<file path="config.mk">
export PLATFORM = sky130hd
export DESIGN_NAME = long_div_seq
export DESIGN_NICKNAME = d
export VERILOG_FILES = /design/src/rtl/long_div_seq.sv
export SDC_FILE = /design/constraint.sdc
export NUM_CORES = 1
export LEC_CHECK = 0
export ABC_CLOCK_PERIOD_IN_PS = 2400
export CORE_MARGIN = 2
export CORE_UTILIZATION = 58
export DETAILED_ROUTE_END_ITERATION = 8
export DONT_BUFFER_PORTS = 1
export GPL_TIMING_DRIVEN = 0
export HOLD_SLACK_MARGIN = 0.1
export PLACE_DENSITY = 0.75
export SYNTH_ARGS = -nofsm -noshare
export SYNTH_HDL_FRONTEND = slang
export SYNTH_SLANG_ARGS = --single-unit
</file>
<file path="constraint.sdc">
create_clock -name clk -period 2.4 [get_ports clk]
set_input_delay 0.36 -clock clk [delete_from_list [all_inputs] [get_ports clk]]
set_output_delay 0.36 -clock clk [all_outputs]
set_load 0.02 [all_outputs]
</file>
<file path="src/rtl/long_div_seq.sv">
// Iterative restoring divider: one quotient bit per clock, valid/ready on both sides.
// Define CPU_DIV_SIGNED_EN to honour in_signed (truncating signed divide); default build is unsigned only.
module long_div_seq #(
  parameter int WORD_WIDTH = 32,
  parameter int CNT_WIDTH  = $clog2(WORD_WIDTH) + 1
) (
  input  logic                  clk,
  input  logic                  rst_n,
  input  logic                  in_valid,
  output logic                  in_ready,
  input  logic [WORD_WIDTH-1:0] in_a,
  input  logic [WORD_WIDTH-1:0] in_b,
  input  logic                  in_signed,
  output logic                  out_valid,
  input  logic                  out_ready,
  output logic [WORD_WIDTH-1:0] out_quot,
  output logic [WORD_WIDTH-1:0] out_rem,
  output logic                  out_div_zero
);

  typedef enum logic [1:0] {
    S_IDLE  = 2'd0,
    S_CALC  = 2'd1,
    S_FIXUP = 2'd2,
    S_DONE  = 2'd3
  } state_t;

  localparam logic [CNT_WIDTH-1:0] LP_CNT_INIT = CNT_WIDTH'(WORD_WIDTH);
  localparam logic [CNT_WIDTH-1:0] LP_CNT_LAST = CNT_WIDTH'(1);

  state_t r_state;
  state_t w_state_next;

  logic [CNT_WIDTH-1:0]  r_cnt;
  logic [WORD_WIDTH-1:0] r_dvd;
  logic [WORD_WIDTH-1:0] r_dvs;
  logic [WORD_WIDTH-1:0] r_rem;
  logic [WORD_WIDTH-1:0] r_quot;
  logic                  r_q_neg;
  logic                  r_r_neg;
  logic [WORD_WIDTH-1:0] r_out_quot;
  logic [WORD_WIDTH-1:0] r_out_rem;
  logic                  r_div_zero;

  logic                  w_in_ready;
  logic                  w_out_valid;
  logic                  w_accept;
  logic                  w_b_zero;
  logic                  w_sgn;
  logic                  w_a_neg;
  logic                  w_b_neg;
  logic [WORD_WIDTH-1:0] w_a_mag;
  logic [WORD_WIDTH-1:0] w_b_mag;
  logic [WORD_WIDTH:0]   w_partial;
  logic                  w_ge;
  logic [WORD_WIDTH-1:0] w_diff;
  logic [WORD_WIDTH-1:0] w_quot_fix;
  logic [WORD_WIDTH-1:0] w_rem_fix;

`ifdef CPU_DIV_SIGNED_EN
  assign w_sgn = in_signed;
`else
  // Signed requests are treated as unsigned; the input is still referenced so it is not left dangling.
  assign w_sgn = in_signed & 1'b0;
`endif

  assign w_a_neg  = w_sgn & in_a[WORD_WIDTH-1];
  assign w_b_neg  = w_sgn & in_b[WORD_WIDTH-1];
  assign w_a_mag  = w_a_neg ? (~in_a + 1'b1) : in_a;
  assign w_b_mag  = w_b_neg ? (~in_b + 1'b1) : in_b;
  assign w_b_zero = (in_b == '0);
  assign w_accept = in_valid & w_in_ready;

  // Partial remainder never exceeds the divisor width once the subtract decision is made.
  assign w_partial = {r_rem, r_dvd[WORD_WIDTH-1]};
  assign w_ge      = (w_partial >= {1'b0, r_dvs});
  assign w_diff    = w_partial[WORD_WIDTH-1:0] - r_dvs;

  assign w_quot_fix = r_q_neg ? (~r_quot + 1'b1) : r_quot;
  assign w_rem_fix  = r_r_neg ? (~r_rem + 1'b1) : r_rem;

  always_ff @(posedge clk) begin
    if (!rst_n) begin
      r_state <= S_IDLE;
    end else begin
      r_state <= w_state_next;
    end
  end

  always_comb begin
    w_state_next = r_state;
    w_in_ready   = 1'b0;
    w_out_valid  = 1'b0;
    case (r_state)
      S_IDLE: begin
        w_in_ready = 1'b1;
        if (in_valid) begin
          w_state_next = w_b_zero ? S_DONE : S_CALC;
        end
      end
      S_CALC: begin
        if (r_cnt == LP_CNT_LAST) begin
          w_state_next = S_FIXUP;
        end
      end
      S_FIXUP: begin
        w_state_next = S_DONE;
      end
      S_DONE: begin
        w_out_valid = 1'b1;
        if (out_ready) begin
          w_state_next = S_IDLE;
        end
      end
      default: begin
        w_state_next = S_IDLE;
      end
    endcase
  end

  always_ff @(posedge clk) begin
    if (!rst_n) begin
      r_cnt      <= '0;
      r_dvd      <= '0;
      r_dvs      <= '0;
      r_rem      <= '0;
      r_quot     <= '0;
      r_q_neg    <= 1'b0;
      r_r_neg    <= 1'b0;
      r_out_quot <= '0;
      r_out_rem  <= '0;
      r_div_zero <= 1'b0;
    end else begin
      case (r_state)
        S_IDLE: begin
          if (w_accept) begin
            r_dvd      <= w_a_mag;
            r_dvs      <= w_b_mag;
            r_rem      <= '0;
            r_quot     <= '0;
            r_cnt      <= LP_CNT_INIT;
            r_q_neg    <= w_a_neg ^ w_b_neg;
            r_r_neg    <= w_a_neg;
            r_div_zero <= w_b_zero;
            // Divide-by-zero bypasses the loop and reports the raw dividend.
            if (w_b_zero) begin
              r_out_quot <= '1;
              r_out_rem  <= in_a;
            end
          end
        end
        S_CALC: begin
          r_rem  <= w_ge ? w_diff : w_partial[WORD_WIDTH-1:0];
          r_quot <= {r_quot[WORD_WIDTH-2:0], w_ge};
          r_dvd  <= {r_dvd[WORD_WIDTH-2:0], 1'b0};
          r_cnt  <= r_cnt - 1'b1;
        end
        S_FIXUP: begin
          r_out_quot <= w_quot_fix;
          r_out_rem  <= w_rem_fix;
        end
        default: begin
        end
      endcase
    end
  end

  assign in_ready     = w_in_ready;
  assign out_valid    = w_out_valid;
  assign out_quot     = r_out_quot;
  assign out_rem      = r_out_rem;
  assign out_div_zero = r_div_zero;

endmodule

</file>
# Yosys cells after proc, flatten, opt, wreduce, memory -nomap -nowiden
# Index checks and enable logic that the tools add are counted.
[word_totals]
out_inout_bits = 67
memories = 0
ram_bits = 0
mem_bits_ro = 0
in_bits = 69
elab_cells = 51
latchBits = 0
regBits = 201
[classes]
eq_ne = 9
reduce_logical = 8
muxes = 21
n_lt_le_gt_ge = 1
n_shift = 0
addsub = 2
div = 0
n_bitwise = 1
mul = 0
[ops]
columns = ["operator", "count"]
rows = [
  ["$pmux 32 s2", 5],
  ["$mux 32", 7],
  ["$ge 33x32->1", 1],
  ["$logic_not 32->1", 1],
  ["$sub 32x32->32", 1],
  ["$pmux 6 s2", 1],
  ["$ne 2x2->1 const B", 5],
  ["$mux 2", 4],
  ["$pmux 2 s4", 1],
  ["$eq 6x1->1 const B", 1],
  ["$mux 6", 1],
  ["$reduce_and 3->1", 2],
  ["$sub 6x1->6 const B", 1],
  ["$eq 2x2->1 const B", 2],
  ["$reduce_and 2->1", 2],
  ["$reduce_bool 2->1", 2],
  ["$eq 2x1->1 const B", 1],
  ["$logic_not 2->1", 1],
  ["$mux 1", 2],
  ["$and 1x1->1", 1],
]

# Longest topological paths before layout
[logic_depth]
word_depth = 5
mapped_depth = 13
ltp_nobuf = 12

# Worst setup path before layout
# Ideal clock, no wire load.
[synth_path]
path_kind = "register to register"
from = "register r_dvs[1]"
to = "register r_rem[11]"
t_arrival_ps = 2342
required_ps = 2273
path_stages_with_launch = 12
setup_ps = 127
setup_slack_ps = -69
n_path_buf = 1
synth_period_minus_slack_ps = 2469
cell_sequence = "dfxtp_1 > inv_1 > ha_1 > nor2b_1 > o2111ai_1 > a311oi_1 > o31ai_1 > a2111o_1 > nand3_2 > buf_8 > mux2i_1 > o21ai_1"
[synth_via]
elab_chain_len = 3
elab_cells_between_ends = 4
classes_between = "add/sub: 1; order compare: 1; mux: 2"
[synth_lines]
columns = ["item", "line", "source"]
rows = [
  ["start, declared", "36", "logic [WORD_WIDTH-1:0] r_dvs;"],
  ["start signal, assigned", "138", "r_dvs <= w_b_mag;"],
  ["$sub 32x32->32 or $ge 33x32->1 (tied branches)", "77, 76", ""],
  ["$mux 32 (*)", "153", "r_rem <= w_ge ? w_diff : w_partial[WORD_WIDTH-1:0];"],
  ["$pmux 32 s2 (*)", "134", "case (r_state)"],
  ["end signal, assigned", "153", ""],
  ["end, declared", "37", "logic [WORD_WIDTH-1:0] r_rem;"],
]
# Every way passes the cells marked *; elsewhere a longest branch is shown, timed or not.
# A chain may end at the register's enable or synchronous reset.

# Final worst setup path
[layout_path]
from = "register r_dvs[1]"
to = "register r_rem[3]"
# The elaborated chain is that of the path after synthesis.

==> flow_metrics.tcl <==
set metrics [dict create \
    diodes 0 \
    yosys-top-cells-count "dfxtp_1 (201), nor2_1 (157), nand2_1 (121)" \
    worst_ep_required_time_ns 2.79 \
    core_area_um2 16600 \
    grt_use_met3_pct 6.16 \
    max_freq_mhz 370 \
    hold_violations 0 \
    vias 9499 \
    min_period_ns 2.70 \
    track_usage_pct 31.1 \
    syn_to_final_growth_pct 31.6 \
    finish.utilization_pct 78.3 \
    cap_violations 0 \
    place.gp.congestion 0.938 \
    yosys_most_used_dff "dfxtp_1" \
    overflow 0 \
    tritoncts "yes" \
    cp-start-kind "flop" \
    mappedNetlistArea_um2 9870 \
    placementRows 47 \
    clk_pin_slew_ns 0.06 \
    portBuffers 0 \
    antenna_found_initial 0 \
    io_pins 136 \
    yosysWarnings 0 \
    start_util_pct 59.5 \
    fp.dieW_um 134 \
    violations "setup timing" \
    synth_area_leaders "dfxtp_1 (41%), mux2i_1 (7.8%), nor2_1 (6.0%)" \
    synthArstFlopShare_pct 0 \
    cp-end-kind "flop" \
    drive_gt1_share_pct 20.4 \
    cts_buffers 22 \
    cp.arrival_ns 3.09 \
    cts_buffer_depth 3 \
    top_usage_layer "met2" \
    whs_ns 0.105 \
    slowest_delay_ns 0.44 \
    grt_max_degree 14 \
    worst_pin_slew_ns 0.877 \
    synth_cell_types 56 \
    grt_pass1_wl_mm 45.1 \
    synth_top_area_share_pct 40.8 \
    h-tree-depth 1 \
    grt_use_met2_pct 51.6 \
    drt_iter0_markers 983 \
    crit_type "flop to flop" \
    period_share_pct 113 \
    vias_per_cell 6.21 \
    synth-seq-cells 201 \
    detailedRoute.firstPassIterationCount 8 \
    final_nets 1402 \
    dp_hpwl_mm 19.9 \
    drc 0 \
    rsz0062_at_grt "yes" \
    slew_headroom_pct 41.5 \
    nFillCells 1089 \
    synth_edf_count 0 \
    worstHoldPathType "input pin to flop" \
    chipHeight_um 134 \
    skew_ns 0.0256 \
    status "complete, but fails checks" \
    setup_viol 54 \
    drv_slew 0 \
    clk_latency_ns 0.53 \
    die_area_um2 18100 \
    path_max_fanout 10 \
    clock-sinks 201 \
    post_drt_wl_per_cell_um 21.2 \
    synth_cells 1180 \
    syn_nets 1288 \
    antenna_left 0 \
    finalWirelength_mm 32.4 \
    use_met1_pct 41.4 \
    grt_pass1_vias 8847 \
    slowest_stage "a2111o_1" \
    crit_path_cell_trace "inv_4 > ha_4 > nor2b_4 > o2111ai_4 > a311oi_2 > o31ai_2 > a2111o_1 > nand3_4 > buf_8 > mux2i_1 > o21ai_1" \
    synth-seq-area-share_pct 40.8 \
    synth_top_area_cell "dfxtp_1" \
    layout_setup_ws_ns -0.303 \
    synth_most_common_cell "dfxtp_1" \
    cts_root_buf "clkbuf_16" \
    avgSynthCellArea_um2 8.36 \
]
[through the flow]
stage | cell area (µm²) | cells | setup WS, ns | TNS (ns)
2_1_floorplan | 9960 | 1180 | -0.0374 | -0.618
3_3_place_gp | 10200 | 1400 | -0.919 | -67.29
3_5_place_dp | 10200 | 1400 | -0.955 | -71.01
4_1_cts | 12000 | 1513 | -0.175 | -3.95
5_1_grt | 13000 | 1530 | -0.349 | -13.87
6_report | 13000 | 1530 | -0.303 | -8.92
[final timing paths]
path / startpoint / to / slack, ns / cells after the start
setup / recovery: r_dvs[1] / r_rem[3] / -0.30 / 11
hold / removal: in_a[10] / r_dvd[10] / 0.10 / 2
setup reg to reg: r_dvs[1] / r_rem[3] / -0.30 / 11
hold reg to reg: r_dvs[17] / r_dvs[17] / 0.45 / 2
[cells by family (layout without fill, tap and decap cells)]
family          Yosys count  count (layout)  synth area share, %
simple gates            347             347                 15.1
compound gates          321             321                 21.9
flops                   201             201                 40.8
buf+inv                 166             296                 6.83
mux                      77              77                 7.81
fa+ha+maj                39              39                 5.02
xor+xnor                 29              29                 2.57
[cells in the final DEF, fill, tap and decap left out, types with 8 or more instances in the layout]
cell type / count
nand2_1: 118
nor2_2: 22
mux2i_1: 77
nor2_4: 22
o21ai_1: 34
a311oi_2: 21
dfxtp_2: 11
xor2_1: 12
nand4_1: 11
o21ai_0: 20
a211oi_2: 15
dfxtp_1: 186
a21oi_1: 61
dlygate4sd3_1: 60
nor4_1: 9
a21o_1: 18
clkbuf_16: 31
inv_1: 76
clkbuf_2: 8
buf_6: 9
xnor2_1: 17
ha_1: 22
buf_4: 25
a311oi_1: 12
a22oi_1: 33
nor2_1: 113
ha_4: 13
a211oi_1: 52
clkbuf_1: 47
buf_8: 9
[what timing repair did]
| item | 4_1_cts | 5_1_grt |
|---|---|---|
| hold buffers | 60 | 0 |
| endpoints found under the setup margin | 150 | 145 |
| pin swaps | 25 | 65 |
| buffers inserted | 18 | 8 |
| hold endpoints to repair | 76 | 0 |
| gates cloned | 2 | 9 |
| resized for setup | 94 | 189 |
[metal layers]
| metal | vias up | part of all wire, % |
|---|---|---|
| met5 | - | 0 |
| met4 | 0 | 3.8 |
| met3 | 99 | 8.2 |
| met2 | 471 | 47 |
| met1 | 4537 | 41 |
| li1 | 4392 | - |
[state kept, by name, indices dropped and copies added, names as in the netlist]
register / flops
out_div_zero: 1
out_quot: 32
out_rem: 32
r_cnt: 6
r_dvd: 32
r_dvs: 32
r_quot: 32
r_rem: 32
r_state: 2
[worst max-delay path: cells and delay by family (launching register included)]
| kind | cells | cell delay, ns |
|---|---|---|
| muxes | 1 | 0.22 |
| buffers and inverters | 2 | 0.20 |
| adders and majority gates | 1 | 0.26 |
| DFF | 1 | 0.39 |
| AOI/OAI and AO/OA | 5 | 1.20 |
| and+or+nand+nor | 2 | 0.30 |
[area by class of cell]
type	count	area (µm²)	share of cell area [%]
repair buffers	97	1060	8.16
inverters	81	307	2.36
plain buffers	78	551	4.24
clock buffers	31	644	4.96
well taps	220	275	2.12
flip-flops and latches	201	4050	31.2
clock inverters	9	88.8	0.684
multi-input cells	813	6010	46.3
Power is left out: the tool's default activity adds up to more than one toggle a clock period on the data nets, which glitch-free logic cannot reach.
